[config.mk]
export PLATFORM = sky130hd
export DESIGN_NAME = shooter_controller
export DESIGN_NICKNAME = d
export VERILOG_FILES = /design/src/rtl/shooter_controller.sv
export SDC_FILE = /design/constraint.sdc
export NUM_CORES = 1
export LEC_CHECK = 0
export CORE_ASPECT_RATIO = 1.5
export CORE_MARGIN = 5
export CORE_UTILIZATION = 28
export CTS_CLUSTER_SIZE = 24
export DETAILED_ROUTE_END_ITERATION = 10
export GPL_TIMING_DRIVEN = 0
export PLACE_DENSITY = 0.52
export SLEW_MARGIN = 20
export SYNTH_ARGS = -nofsm -noshare
export SYNTH_HDL_FRONTEND = slang
export SYNTH_SLANG_ARGS = --single-unit
[constraint.sdc]
create_clock -name Clk -period 2.4 [get_ports Clk]
set_input_delay 0.36 -clock Clk [delete_from_list [all_inputs] [get_ports Clk]]
set_output_delay 0.36 -clock Clk [all_outputs]
set_load 0.005 [all_outputs]
[src/rtl/shooter_controller.sv]
// Shooter controller: moves the player sprite once per video frame and
// launches bullets into four slots, with a frame-based cooldown between shots.
module shooter_controller #(
  parameter int unsigned X_INIT   = 320,
  parameter int unsigned Y_INIT   = 400,
  parameter int unsigned X_MIN    = 0,
  parameter int unsigned X_MAX    = 639,
  parameter int unsigned Y_MIN    = 0,
  parameter int unsigned Y_MAX    = 479,
  parameter int unsigned STEP     = 2,
  parameter int unsigned COOLDOWN = 8
) (
  input  logic       Clk,
  input  logic       Reset_n,
  input  logic       frame_tick,
  input  logic [2:0] ShooterMove,
  input  logic       is_shot,
  input  logic [3:0] bullet_done,
  output logic [9:0] ShooterX,
  output logic [9:0] ShooterY,
  output logic       fire_valid,
  output logic [1:0] fire_slot,
  output logic [9:0] fire_x,
  output logic [9:0] fire_y,
  output logic [3:0] slot_busy
);

  // Move codes; any other code means "stand still".
  localparam logic [2:0] MV_UP    = 3'b001;
  localparam logic [2:0] MV_DOWN  = 3'b011;
  localparam logic [2:0] MV_LEFT  = 3'b100;
  localparam logic [2:0] MV_RIGHT = 3'b010;

  // One spare bit so that position +/- STEP can never wrap.
  localparam logic [10:0] STEP_L  = 11'(STEP);
  localparam logic [10:0] X_MIN_L = 11'(X_MIN);
  localparam logic [10:0] X_MAX_L = 11'(X_MAX);
  localparam logic [10:0] Y_MIN_L = 11'(Y_MIN);
  localparam logic [10:0] Y_MAX_L = 11'(Y_MAX);
  localparam logic [7:0]  COOL_L  = 8'(COOLDOWN);

  typedef enum logic [1:0] {
    ST_IDLE = 2'd0,
    ST_FIRE = 2'd1,
    ST_COOL = 2'd2
  } fire_state_e;

  logic [9:0]  x_q, x_d;
  logic [9:0]  y_q, y_d;
  logic [10:0] x_ext, y_ext;
  logic [10:0] x_plus, y_plus;

  fire_state_e state_q;
  logic [7:0]  cnt_q;
  logic        fire_valid_q;
  logic [1:0]  fire_slot_q;
  logic [9:0]  fire_x_q;
  logic [9:0]  fire_y_q;
  logic [3:0]  slot_busy_q;
  logic [3:0]  busy_after_done;
  logic [1:0]  free_slot;
  logic        free_found;

  assign x_ext  = {1'b0, x_q};
  assign y_ext  = {1'b0, y_q};
  assign x_plus = x_ext + STEP_L;
  assign y_plus = y_ext + STEP_L;

  // Clamped next position for the requested move (applied only on a frame tick).
  always_comb begin
    // NOTE: defaults first so every path assigns x_d/y_d and no latch is inferred.
    x_d = x_q;
    y_d = y_q;
    unique case (ShooterMove)
      MV_UP:    y_d = (y_ext < Y_MIN_L + STEP_L) ? Y_MIN_L[9:0] : 10'(y_ext - STEP_L);
      MV_DOWN:  y_d = (y_plus > Y_MAX_L)         ? Y_MAX_L[9:0] : y_plus[9:0];
      MV_LEFT:  x_d = (x_ext < X_MIN_L + STEP_L) ? X_MIN_L[9:0] : 10'(x_ext - STEP_L);
      MV_RIGHT: x_d = (x_plus > X_MAX_L)         ? X_MAX_L[9:0] : x_plus[9:0];
      default:  ;
    endcase
  end

  // Lowest-index free slot, judged on occupancy before this cycle's bullet_done.
  always_comb begin
    free_slot  = 2'd0;
    free_found = ~&slot_busy_q;
    for (int i = 3; i >= 0; i--) begin
      if (!slot_busy_q[i]) free_slot = 2'(i);
    end
  end

  assign busy_after_done = slot_busy_q & ~bullet_done;

  // Position register: steps once per frame tick.
  always_ff @(posedge Clk or negedge Reset_n) begin
    if (!Reset_n) begin
      x_q <= 10'(X_INIT);
      y_q <= 10'(Y_INIT);
    end else if (frame_tick) begin
      // NOTE: state registers use non-blocking assignment so all flops update together.
      x_q <= x_d;
      y_q <= y_d;
    end
  end

  // Fire FSM with registered launch outputs, cooldown counter and slot occupancy.
  always_ff @(posedge Clk or negedge Reset_n) begin
    if (!Reset_n) begin
      state_q      <= ST_IDLE;
      cnt_q        <= 8'd0;
      fire_valid_q <= 1'b0;
      fire_slot_q  <= 2'd0;
      fire_x_q     <= 10'd0;
      fire_y_q     <= 10'd0;
      slot_busy_q  <= 4'd0;
    end else begin
      fire_valid_q <= 1'b0;
      slot_busy_q  <= busy_after_done;
      unique case (state_q)
        ST_IDLE: begin
          if (frame_tick && is_shot && free_found) begin
            state_q      <= ST_FIRE;
            fire_valid_q <= 1'b1;
            fire_slot_q  <= free_slot;
            fire_x_q     <= x_q;
            fire_y_q     <= y_q;
            // A launch into a slot overrides a same-cycle done on that slot.
            slot_busy_q  <= busy_after_done | (4'b0001 << free_slot);
          end
        end
        ST_FIRE: begin
          state_q <= ST_COOL;
          cnt_q   <= COOL_L;
        end
        ST_COOL: begin
          if (frame_tick) begin
            if (cnt_q <= 8'd1) begin
              state_q <= ST_IDLE;
              cnt_q   <= 8'd0;
            end else begin
              cnt_q <= cnt_q - 8'd1;
            end
          end
        end
        default: state_q <= ST_IDLE;
      endcase
    end
  end

  assign ShooterX   = x_q;
  assign ShooterY   = y_q;
  assign fire_valid = fire_valid_q;
  assign fire_slot  = fire_slot_q;
  assign fire_x     = fire_x_q;
  assign fire_y     = fire_y_q;
  assign slot_busy  = slot_busy_q;

endmodule

==> run metrics <==
setup slack, reg-to-reg between 0.01 and 0.015 ns; share of cells above drive strength 1 0.162; initial antenna violation count 0; CTS Buf Count 9; Final Wtd Congestion 0.899; worst setup margin 0.0145 ns; Synth area leaders dfrtp_1 (37%), nand2_1 (7.7%), o21ai_0 (4.3%); standard-cell row count 50; Yosys warnings 0; status finished clean; vias in the first global route 3392; Rel. slew slack 0.547; RSZ-0062 raised after global routing yes; GRT Residual Overflow 0; critical path startpoint ShooterX[2]$_DFFE_PN0P_; CP arrival 2.59 ns; r2r worst-path depth 8; Syn Area/Cell 8.72 µm²; vias after detailed routing 3403; Port Buffer Count 56; actual slew at the worst max-slew pin 0.677 ns; Startpoint Class flop; worst stage delay on the critical path 0.47 ns; Worst Setup End Kind flop; Tcrit/Tclk final 0.994; Final Hold Viols 0; Placeable Area 12400 µm²; Starting Density 0.283; post-layout minimum cycle time 2.39 ns; antenna diode count 0; pre-CTS WS -0.379 ns; fmax 419 MHz; Top delay family on crit path compound AO/OA/AOI/OAI gates; 1st-iter DRT viols 169; Post-synth EDFFs 0; flop and latch count out of synthesis 57; Residual DRC 0; CTS tree yes; Overall Global Routing Usage 0.149; Die Ht 147 µm; Layout Nets 502; Root Driver clkbuf_16; number of top-level pins just under 60; Power Density about 1200 nW/µm²; final setup violation count 0; CTS H-tree lvls 3; Hold Path Class reg -> reg; VDD IR-drop max 0.514 mV; die footprint ~15000 µm²; post-DP HPWL just over 8000 µm; first-pass GRT wire length 17500 µm; total power 5.67 mW; WL final 10900 µm; sequential area share after synthesis 0.409; top post-synthesis cells by count nand2_1 (72), dfrtp_1 (52), o21ai_0 (30); max cap viols 0; worst path cell trace ha_1, buf_2, a21boi_0, o221ai_2, a22oi_2, a31o_4, nor3_4, a221o_1; worst flop-to-flop path startpoint ShooterX[2]$_DFFE_PN0P_; fin area 4800 µm²; slowest stage cell, crit path dfrtp_2; largest net degree at the start of global routing 30; Max FO, Critical Path 8; Fin Setup TNS 0 ns; DRT antenna net count 0; hold endpoint fire_y[2]$_DFFE_PN0P_; LEAKAGE 2.00 nW; HP Start fire_y[2]$_DFFE_PN0P_; syn nets 421; Worst-path clk slew 0.05 ns; Synth Flop Type dfrtp_1; die width 101 µm; Post-Syn Area 3510 µm²; cell accounting for the most synthesized area dfrtp_1; via/cell ratio ~5.3; critical path required time 2.60 ns; worst skew pair latency roughly 0.32 ns; clk_skew 0.00477 ns; R2R Path End ShooterX[3]$_DFFE_PN0P_; Avg WL per Cell 17.0 µm; CTS max path bufs 2; Crit Path Class reg -> reg; post-synthesis cell count 402; Yosys cell types 65; P&R area growth vs syn 37.0%; top-count cell post-synth nand2_1; CTS sink cnt 57; CP bufs+invs 1; Max Slew Vio Count 0; hold path depth 2; drt first pass iters 5; Synth async-reset ratio 1.00; post-synth top area share 0.371; Cell Area, Placed 4280 µm²
registers in the layout, indices dropped and copies added, names as in the netlist:
signal      count
ShooterX       10
ShooterY       10
cnt_q           8
fire_slot       2
fire_valid      1
fire_x         10
fire_y         10
slot_busy       4
state_q         2
cells in the final DEF, fill, tap and decap left out, drive strengths merged, types with 5 or more instances in the layout:
| cell type | synthesis | routed |
|---|---|---|
| clkdlybuf4s50 | 0 | 55 |
| dfstp | 5 | 5 |
| xor2 | 9 | 9 |
| a21oi | 19 | 19 |
| nand2 | 72 | 72 |
| or3 | 5 | 5 |
| nand3b | 6 | 6 |
| nor3 | 19 | 19 |
| buf | 13 | 27 |
| mux2i | 7 | 7 |
| inv | 19 | 19 |
| o221ai | 5 | 5 |
| or4 | 5 | 5 |
| o21ai | 34 | 34 |
| o211ai | 6 | 6 |
| clkbuf | 10 | 21 |
| ha | 8 | 8 |
| nor2 | 20 | 20 |
| dfrtp | 52 | 52 |
| xnor2 | 7 | 7 |
| o22ai | 5 | 5 |
| nand3 | 17 | 17 |
area by class of cell:
| class | instances | area [µm²] |
|---|---|---|
| fillers | 1287 | 7580 |
| multi-input cells | 303 | 1980 |
| repair buffers | 70 | 678 |
| well taps | 156 | 195 |
| plain buffers | 23 | 124 |
| inverters | 19 | 71.3 |
| clock buffers | 11 | 243 |
| flip-flops and latches | 57 | 1440 |
| clock inverters | 5 | 78.8 |
timing repair:
item / in CTS / in global routing
endpoints found under the hold margin: 27 / 0
setup endpoints to repair: 8 / 10
pin swaps: 1 / 7
hold buffers: 1 / 0
gates resized for setup: 9 / 10
setup buffers: 0 / 12
routing by layer:
layer	GRT usage	vias to the layer above	share of wire
li1	-	1622	-
met1	0.168	1672	0.39
met2	0.259	90	0.54
met3	0.0333	19	0.042
met4	0.0732	0	0.031
met5	0	-	0
through the flow:
step	hold slack, ns	instances	utilization
finish	0.479	644	0.388
global route	0.512	644	0.388
CTS	0.484	632	0.376
detailed placement	0.323	615	0.346
global placement	0.464	614	0.344
floorplan	0.0644	402	-
tightest hold or removal path: stages (launching register included):
cell     delay (ns)
dfrtp_1        0.34
nand2_1        0.05
o21ai_0        0.06
where the power goes:
group,total [mW],switching (mW),internal (mW)
combinational,2.54,1.29,1.24
sequential,1.76,0.380,1.37
clock,1.38,0.443,0.934
total,5.67,2.12,3.55
cells by family after synthesis:
logic type      after synthesis  synth area share
compound gates              105             0.208
xor+xnor                     16            0.0400
fa+ha+maj                     8            0.0286
buf+inv                      42            0.0542
flops                        57             0.409
mux                           8            0.0232
simple gates                166             0.238
worst max path at each step:
| stage | cells after the start | slack [ns] | to |
|---|---|---|---|
| floorplan | 8 | 0.14 | ShooterX[3]$_DFFE_PN0P_ |
| global placement | 1 | -0.98 | fire_x[2]$_DFFE_PN0P_ |
| detailed placement | 5 | -0.38 | ShooterX[3]$_DFFE_PN0P_ |
| CTS | 8 | -0.06 | ShooterX[3]$_DFFE_PN0P_ |
| global route | 8 | -0.04 | ShooterX[3]$_DFFE_PN0P_ |
| finish | 8 | 0.01 | ShooterX[3]$_DFFE_PN0P_ |
No activity file was read; power rests on OpenSTA's default activity.
